### config.mk
export PLATFORM = sky130hd
export DESIGN_NAME = wb_secmem_master
export DESIGN_NICKNAME = d
export VERILOG_FILES = /design/src/rtl/wb_secmem_master.sv
export SDC_FILE = /design/constraint.sdc
export NUM_CORES = 1
export LEC_CHECK = 0
export CAP_MARGIN = 20
export CORE_ASPECT_RATIO = 0.5
export CORE_MARGIN = 5
export CORE_UTILIZATION = 33
export CTS_CLUSTER_DIAMETER = 30
export DETAILED_ROUTE_END_ITERATION = 16
export GPL_TIMING_DRIVEN = 0
export PLACE_DENSITY_LB_ADDON = 0.25
export SYNTH_ARGS = -nofsm -noshare
export SYNTH_HDL_FRONTEND = slang
export SYNTH_SLANG_ARGS = --single-unit
### constraint.sdc
create_clock -name wb_clk_i -period 4.1 [get_ports wb_clk_i]
set_clock_uncertainty 0.05 [all_clocks]
set_input_delay 0.82 -clock wb_clk_i [delete_from_list [all_inputs] [get_ports wb_clk_i]]
set_output_delay 0.82 -clock wb_clk_i [all_outputs]
set_load 0.05 [all_outputs]
### src/rtl/wb_secmem_master.sv
// Wishbone classic master driving an encrypted-SRAM slave.
// Runs KEY/WRITE/READ/ALARM commands with status polling and ack timeout.
module wb_secmem_master #(
  parameter int SRAM_ADDR_WD = 8,
  parameter int SRAM_DATA_WD = 32,
  parameter int ACK_TIMEOUT  = 16,
  parameter int POLL_MAX     = 255
) (
  input  logic                      wb_clk_i,
  input  logic                      rst,
  input  logic                      cmd_valid,
  output logic                      cmd_ready,
  input  logic [1:0]                cmd_op,
  input  logic [SRAM_ADDR_WD-1:0]   cmd_addr,
  input  logic [31:0]               cmd_wdata,
  input  logic [127:0]              key_i,
  output logic                      rsp_valid,
  output logic                      rsp_err,
  output logic [31:0]               rsp_rdata,
  output logic                      wb_cyc_o,
  output logic                      wb_stb_o,
  output logic                      wb_we_o,
  output logic [SRAM_ADDR_WD-1:0]   wb_adr_o,
  output logic [SRAM_DATA_WD-1:0]   wb_dat_o,
  output logic [SRAM_DATA_WD/8-1:0] wb_sel_o,
  input  logic [SRAM_DATA_WD-1:0]   wb_dat_i,
  input  logic                      wb_ack_i
);

  localparam int AW = SRAM_ADDR_WD;
  localparam int DW = SRAM_DATA_WD;
  localparam int TW = $clog2(ACK_TIMEOUT + 1);
  localparam int PW = $clog2(POLL_MAX + 1);

  localparam logic [2:0] S_IDLE       = 3'd0;
  localparam logic [2:0] S_BUS        = 3'd1;
  localparam logic [2:0] S_GAP        = 3'd2;
  localparam logic [2:0] S_POLL       = 3'd3;
  localparam logic [2:0] S_POLL_GAP   = 3'd4;
  localparam logic [2:0] S_RESULT     = 3'd5;
  localparam logic [2:0] S_RESULT_GAP = 3'd6;
  localparam logic [2:0] S_DONE       = 3'd7;

  localparam logic [1:0] OP_KEY   = 2'd0;
  localparam logic [1:0] OP_WRITE = 2'd1;
  localparam logic [1:0] OP_READ  = 2'd2;
  localparam logic [1:0] OP_ALARM = 2'd3;

  localparam logic [AW-1:0] A_KEY   = AW'(0);
  localparam logic [AW-1:0] A_RES   = AW'(1);
  localparam logic [AW-1:0] A_STAT  = AW'(2);
  localparam logic [AW-1:0] A_ALARM = AW'(3);
  localparam logic [AW-1:0] A_SRAM  = AW'(4);

  localparam logic [TW-1:0] TMO_LAST = TW'(ACK_TIMEOUT - 1);
  localparam logic [PW-1:0] PMAX     = PW'(POLL_MAX);

  logic [2:0]    state;
  logic [1:0]    op_q;
  logic [127:0]  key_q;
  logic [1:0]    key_cnt;
  logic [TW-1:0] tmo;
  logic [PW-1:0] polls;
  logic          poll_ok;

  assign cmd_ready = (state == S_IDLE);
  assign rsp_valid = (state == S_DONE);
  assign wb_sel_o  = '1;

  always_ff @(posedge wb_clk_i) begin
    if (rst) begin
      state     <= S_IDLE;
      op_q      <= '0;
      key_q     <= '0;
      key_cnt   <= '0;
      tmo       <= '0;
      polls     <= '0;
      poll_ok   <= 1'b0;
      rsp_err   <= 1'b0;
      rsp_rdata <= '0;
      wb_cyc_o  <= 1'b0;
      wb_stb_o  <= 1'b0;
      wb_we_o   <= 1'b0;
      wb_adr_o  <= '0;
      wb_dat_o  <= '0;
    end else begin
      unique case (state)
        S_IDLE: if (cmd_valid) begin
          op_q      <= cmd_op;
          key_q     <= {key_i[95:0], 32'd0};
          key_cnt   <= '0;
          polls     <= '0;
          tmo       <= '0;
          poll_ok   <= 1'b0;
          rsp_err   <= 1'b0;
          rsp_rdata <= '0;
          // register window is not reachable as SRAM data
          if (cmd_op inside {OP_WRITE, OP_READ} && cmd_addr < A_SRAM) begin
            rsp_err <= 1'b1;
            state   <= S_DONE;
          end else begin
            wb_cyc_o <= 1'b1;
            wb_stb_o <= 1'b1;
            state    <= S_BUS;
            unique case (cmd_op)
              OP_KEY: begin
                wb_we_o  <= 1'b1;
                wb_adr_o <= A_KEY;
                wb_dat_o <= DW'(key_i[127:96]);
              end
              OP_WRITE: begin
                wb_we_o  <= 1'b1;
                wb_adr_o <= cmd_addr;
                wb_dat_o <= DW'(cmd_wdata);
              end
              OP_READ: begin
                wb_we_o  <= 1'b0;
                wb_adr_o <= cmd_addr;
                wb_dat_o <= '0;
              end
              default: begin
                wb_we_o  <= 1'b1;
                wb_adr_o <= A_ALARM;
                wb_dat_o <= '0;
              end
            endcase
          end
        end

        S_BUS, S_POLL, S_RESULT: begin
          if (wb_ack_i) begin
            wb_cyc_o <= 1'b0;
            wb_stb_o <= 1'b0;
            tmo      <= '0;
            if (state == S_BUS) begin
              state <= S_GAP;
            end else if (state == S_POLL) begin
              polls   <= polls + 1'b1;
              poll_ok <= (wb_dat_i[1:0] == 2'b00);
              state   <= S_POLL_GAP;
            end else begin
              rsp_rdata <= 32'(wb_dat_i);
              state     <= S_RESULT_GAP;
            end
          end else if (tmo == TMO_LAST) begin
            wb_cyc_o <= 1'b0;
            wb_stb_o <= 1'b0;
            rsp_err  <= 1'b1;
            state    <= S_DONE;
          end else begin
            tmo <= tmo + 1'b1;
          end
        end

        S_GAP: begin
          unique case (op_q)
            OP_KEY: begin
              if (key_cnt == 2'd3) begin
                state <= S_DONE;
              end else begin
                key_cnt  <= key_cnt + 1'b1;
                key_q    <= {key_q[95:0], 32'd0};
                wb_cyc_o <= 1'b1;
                wb_stb_o <= 1'b1;
                wb_we_o  <= 1'b1;
                wb_adr_o <= A_KEY;
                wb_dat_o <= DW'(key_q[127:96]);
                tmo      <= '0;
                state    <= S_BUS;
              end
            end
            OP_WRITE, OP_READ: begin
              wb_cyc_o <= 1'b1;
              wb_stb_o <= 1'b1;
              wb_we_o  <= 1'b0;
              wb_adr_o <= A_STAT;
              wb_dat_o <= '0;
              tmo      <= '0;
              state    <= S_POLL;
            end
            default: state <= S_DONE;
          endcase
        end

        S_POLL_GAP: begin
          if (poll_ok) begin
            if (op_q == OP_READ) begin
              wb_cyc_o <= 1'b1;
              wb_stb_o <= 1'b1;
              wb_we_o  <= 1'b0;
              wb_adr_o <= A_RES;
              wb_dat_o <= '0;
              tmo      <= '0;
              state    <= S_RESULT;
            end else begin
              state <= S_DONE;
            end
          end else if (polls == PMAX) begin
            rsp_err <= 1'b1;
            state   <= S_DONE;
          end else begin
            wb_cyc_o <= 1'b1;
            wb_stb_o <= 1'b1;
            wb_we_o  <= 1'b0;
            wb_adr_o <= A_STAT;
            wb_dat_o <= '0;
            tmo      <= '0;
            state    <= S_POLL;
          end
        end

        S_RESULT_GAP: state <= S_DONE;

        S_DONE: state <= S_IDLE;
      endcase
    end
  end

endmodule

==> run_results.csv <==
group,metric,value,unit
status,status,"completed",
job,max-cap-violations,0,
cts,numCtsBuffers,17,
layout,layout.nets,1586,
placed_design,place_congestion,0.875,
synth,synth_area_per_cell,8.06,um2
timing,timing.max_slew.rel_slack,40.1,%
timing,achievable-frequency,302,MHz
synth,post_synth_main_area_contributors,"sky130_fd_sc_hd__dfxtp_1 (45%), sky130_fd_sc_hd__nand2_1 (7.7%), sky130_fd_sc_hd__a21oi_1 (6.8%)",
layout,layoutNonFillerInstCount,1731,
die,core_region_area,25400,um2
layout,layout_cell_share_with_drive_strength_beyond_1,6.94,%
global_routing,initial_antenna_violation_count,4,
die,fp-row-count,41,
power,static-leakage-power,4.52,nW
global_routing,grt.overflow.total,0,
cts,clockRootBuffer,"sky130_fd_sc_hd__clkbuf_16",
drt,dr_total_vias,8998,
cts,clk-insertion-delay-late,440,ps
cts,clk_path_buf_depth,2,
drt,drt_pass1_iterations,5,
cts,cts.repair.resized,0,
drt,wl_per_cell,17.8,um
die,initial_core_util,33.8,%
critical_path,required_time_at_the_endpoint_of_the_critical_path,4350,ps
synth,flip_flop_cell_with_the_highest_count_after_synthesis,"sky130_fd_sc_hd__dfxtp_1",
synth,synth_edf_count,0,
power,p_int,4.33,mW
die,fp.dieW,238,um
synth,synth_warnings,0,
placed_design,input_output_buffers,282,
drt,post-route-drc-count,0,
min_path,min_delay_path_depth,2,
power,cellPowerDensity,580,nW/um2
critical_path,critPathCaptureType,"flip-flop",
timing,setup_tns,0,ps
power,net-switching-power,2.91,mW
power,vdd.ir_drop.worst,312,uV
critical_path,r2r.worst_path.cells,6,
layout,syn_to_final_growth,45.2,%
cts,tritoncts,"done",
die,pin_count,288,
timing,final_hold_vio_count,0,
synth,synth.cell_area,8600,um2
cts,depth_of_the_cts_h_tree,4,
die,die_height,124,um
placed_design,detailedPlace.worstSlack,345,ps
critical_path,crit_path_start_kind,"input port",
placed_design,detailedPlacementHpwl,24.5,mm
drt,avgViaCountPerCell,5.20,
power,netSwitchingFraction,40.2,%
drt,initialDrtViolationCount,529,
layout,final_design_area_no_fill,12500,um2
global_routing,first_pass_grt_wire_length,47.7,mm
global_routing,grt_max_degree,18,
timing,finalCritPeriodShare,80.8,%
synth,number_of_storage_elements_in_the_synthesis_netlist,192,
power,pwr-share-comb,40.9,%
drt,postRouteAntennaNets,0,
min_path,worstHoldStart,"rsp_rdata[12]",
timing,rsz_0062_raised_after_global_routing,"no",
synth,synth.top_cells.by_count,"sky130_fd_sc_hd__dfxtp_1 (192), sky130_fd_sc_hd__nand2_1 (176), sky130_fd_sc_hd__nor2_1 (154)",
timing,final.setup.worst_slack,789,ps
timing,worst_hold_slack,402,ps
timing,slew_at_the_pin_closest_to_its_max_slew_limit,896,ps
critical_path,rrSetupSlack,1410,ps
drt,wirelength,30.8,mm
power,clkPwrFrac,24.3,%
critical_path,worstPathMaxFanout,10,
cts,cts_hold_buf,0,
synth,yosysMostFrequentCell,"sky130_fd_sc_hd__dfxtp_1",
synth,synth_top_area_share,44.7,%
min_path,worst_hold_path.endpoint,"rsp_rdata[12]",
placed_design,placed_cells_incl_taps,1695,
die,design.die.area,29600,um2
synth,yosysSeqAreaShare,44.7,%
synth,post-synth-top-area-cell,"sky130_fd_sc_hd__dfxtp_1",
critical_path,r2r-start,"state[0]",
synth,synthesis.instances,1066,
global_routing,grt_use_total,20.5,%
cts,worst_setup_hold_path_clk_slew,70,ps
synth,synth_async_sr_flop_share,0,%
placed_design,placed_cell_area,11900,um2
cts,post-cts-setup-buffer-count,0,
min_path,timing.hold.worst.class,"reg2reg",
synth,synth_cell_type_count,53,
timing,final-setup-viol-count,0,
global_routing,grt_pass1_vias,9210,
cts,cts_sink_count,192,
critical_path,crit_arrival,3560,ps
critical_path,worstReg2RegEnd,"key_q[101]",
power,share_seq_of_total_power,34.8,%
critical_path,worstSetupPathType,"in2reg",
timing,final_max_slew_viol_count,0,
timing,finalCriticalPeriod,3310,ps
==> final cells by class <==
class / instances / area, um2
fillers: 2504 / 13000
multi-input cells: 762 / 4220
flip-flops and latches: 192 / 3840
repair buffers: 282 / 2820
plain buffers: 105 / 505
clock buffers: 19 / 433
well taps: 344 / 430
clock inverters: 13 / 176
inverters: 10 / 37.5
diodes: 4 / 10.0
==> power groups by stage <==
stage / Sequential [mW] / Clock [mW] / Combinational (mW)
2_1_floorplan: 2.95 / 0 / 1.53
3_3_place_gp: 2.56 / 0 / 2.90
3_5_place_dp: 2.56 / 0 / 2.95
4_1_cts: 2.52 / 1.80 / 2.97
5_1_grt: 2.57 / 1.88 / 3.23
6_report: 2.52 / 1.76 / 2.96
==> through the flow <==
step	utilization [%]	total power, mW
floorplan	-	4.48
global placement	46.6	5.45
detailed placement	46.6	5.52
CTS	49.0	7.29
global route	49.0	7.68
finish	49.1	7.24
==> flip-flops by register name, indices dropped and copies added (netlist names) <==
name       cells
key_cnt        2
key_q         96
op_q           2
poll_ok        1
polls          8
rsp_err        1
rsp_rdata     32
state          3
tmo            5
wb_adr_o       8
wb_dat_o      32
wb_stb_o       1
wb_we_o        1
==> metal layers <==
metal	vias up	track usage [%]	part of all wire, %
met5	-	0	0
met4	0	7.27	2.4
met3	47	4.49	4.9
met2	247	37.2	50
met1	4285	24.2	42
li1	4419	-	-
==> kinds of logic after synthesis <==
logic type,after synthesis,share of synthesized area [%]
adder cells (fa/ha/maj),10,1.46
flip-flops,192,44.7
AO/OA/AOI/OAI,315,25.3
multiplexers,2,0.247
buffers and inverters,115,6.32
AND/OR/NAND/NOR,425,21.3
XOR/XNOR,6,0.611
other,1,0.0436
==> layout by cell type, fill, tap and decap left out, types with 2 or more instances in the layout <==
master and n:
sky130_fd_sc_hd__nand4_1 12, sky130_fd_sc_hd__nand2b_1 10, sky130_fd_sc_hd__clkinvlp_4 2, sky130_fd_sc_hd__a211o_1 3, sky130_fd_sc_hd__dfxtp_1 192, sky130_fd_sc_hd__ha_1 10
sky130_fd_sc_hd__bufinv_16 3, sky130_fd_sc_hd__and3_1 6, sky130_fd_sc_hd__inv_8 2, sky130_fd_sc_hd__nor2_1 154, sky130_fd_sc_hd__nor2b_1 4, sky130_fd_sc_hd__nor3_1 6
sky130_fd_sc_hd__o22ai_1 2, sky130_fd_sc_hd__inv_1 10, sky130_fd_sc_hd__clkdlybuf4s50_1 282, sky130_fd_sc_hd__buf_4 12, sky130_fd_sc_hd__a311oi_1 64, sky130_fd_sc_hd__buf_6 4
sky130_fd_sc_hd__or3b_2 4, sky130_fd_sc_hd__diode_2 4, sky130_fd_sc_hd__a211oi_1 27, sky130_fd_sc_hd__buf_1 2, sky130_fd_sc_hd__a22oi_1 65, sky130_fd_sc_hd__nand3_1 38
sky130_fd_sc_hd__xor2_1 5, sky130_fd_sc_hd__o21ai_0 15, sky130_fd_sc_hd__buf_2 29, sky130_fd_sc_hd__a21oi_1 117, sky130_fd_sc_hd__nand2_1 176, sky130_fd_sc_hd__clkbuf_1 60
sky130_fd_sc_hd__clkbuf_16 17, sky130_fd_sc_hd__a211oi_2 10, sky130_fd_sc_hd__o41ai_1 2, sky130_fd_sc_hd__and2_1 3, sky130_fd_sc_hd__conb_1 4, sky130_fd_sc_hd__nor3b_1 2
sky130_fd_sc_hd__inv_6 4
==> worst max-delay path, stage by stage <==
cell                              delay, ps
sky130_fd_sc_hd__clkdlybuf4s50_1        560
sky130_fd_sc_hd__inv_1                  100
sky130_fd_sc_hd__ha_1                   370
sky130_fd_sc_hd__nor4b_1                480
sky130_fd_sc_hd__nand3_1                220
sky130_fd_sc_hd__and2_1                 200
sky130_fd_sc_hd__clkbuf_1               230
sky130_fd_sc_hd__clkbuf_1               280
sky130_fd_sc_hd__a21oi_1                230
sky130_fd_sc_hd__a211oi_2                60
==> worst max path at each step <==
stage	from	endpoint	cells after the start
after floorplan	state[2]	wb_dat_o[2]	8
after global placement	cmd_op[1]	wb_dat_o[4]	10
after detailed placement	cmd_op[1]	wb_dat_o[4]	10
after CTS	cmd_op[1]	wb_dat_o[6]	10
after global routing	cmd_op[1]	wb_dat_o[30]	10
final	cmd_op[1]	wb_dat_o[7]	10
Note: power is estimated with default switching activity, not from simulation.
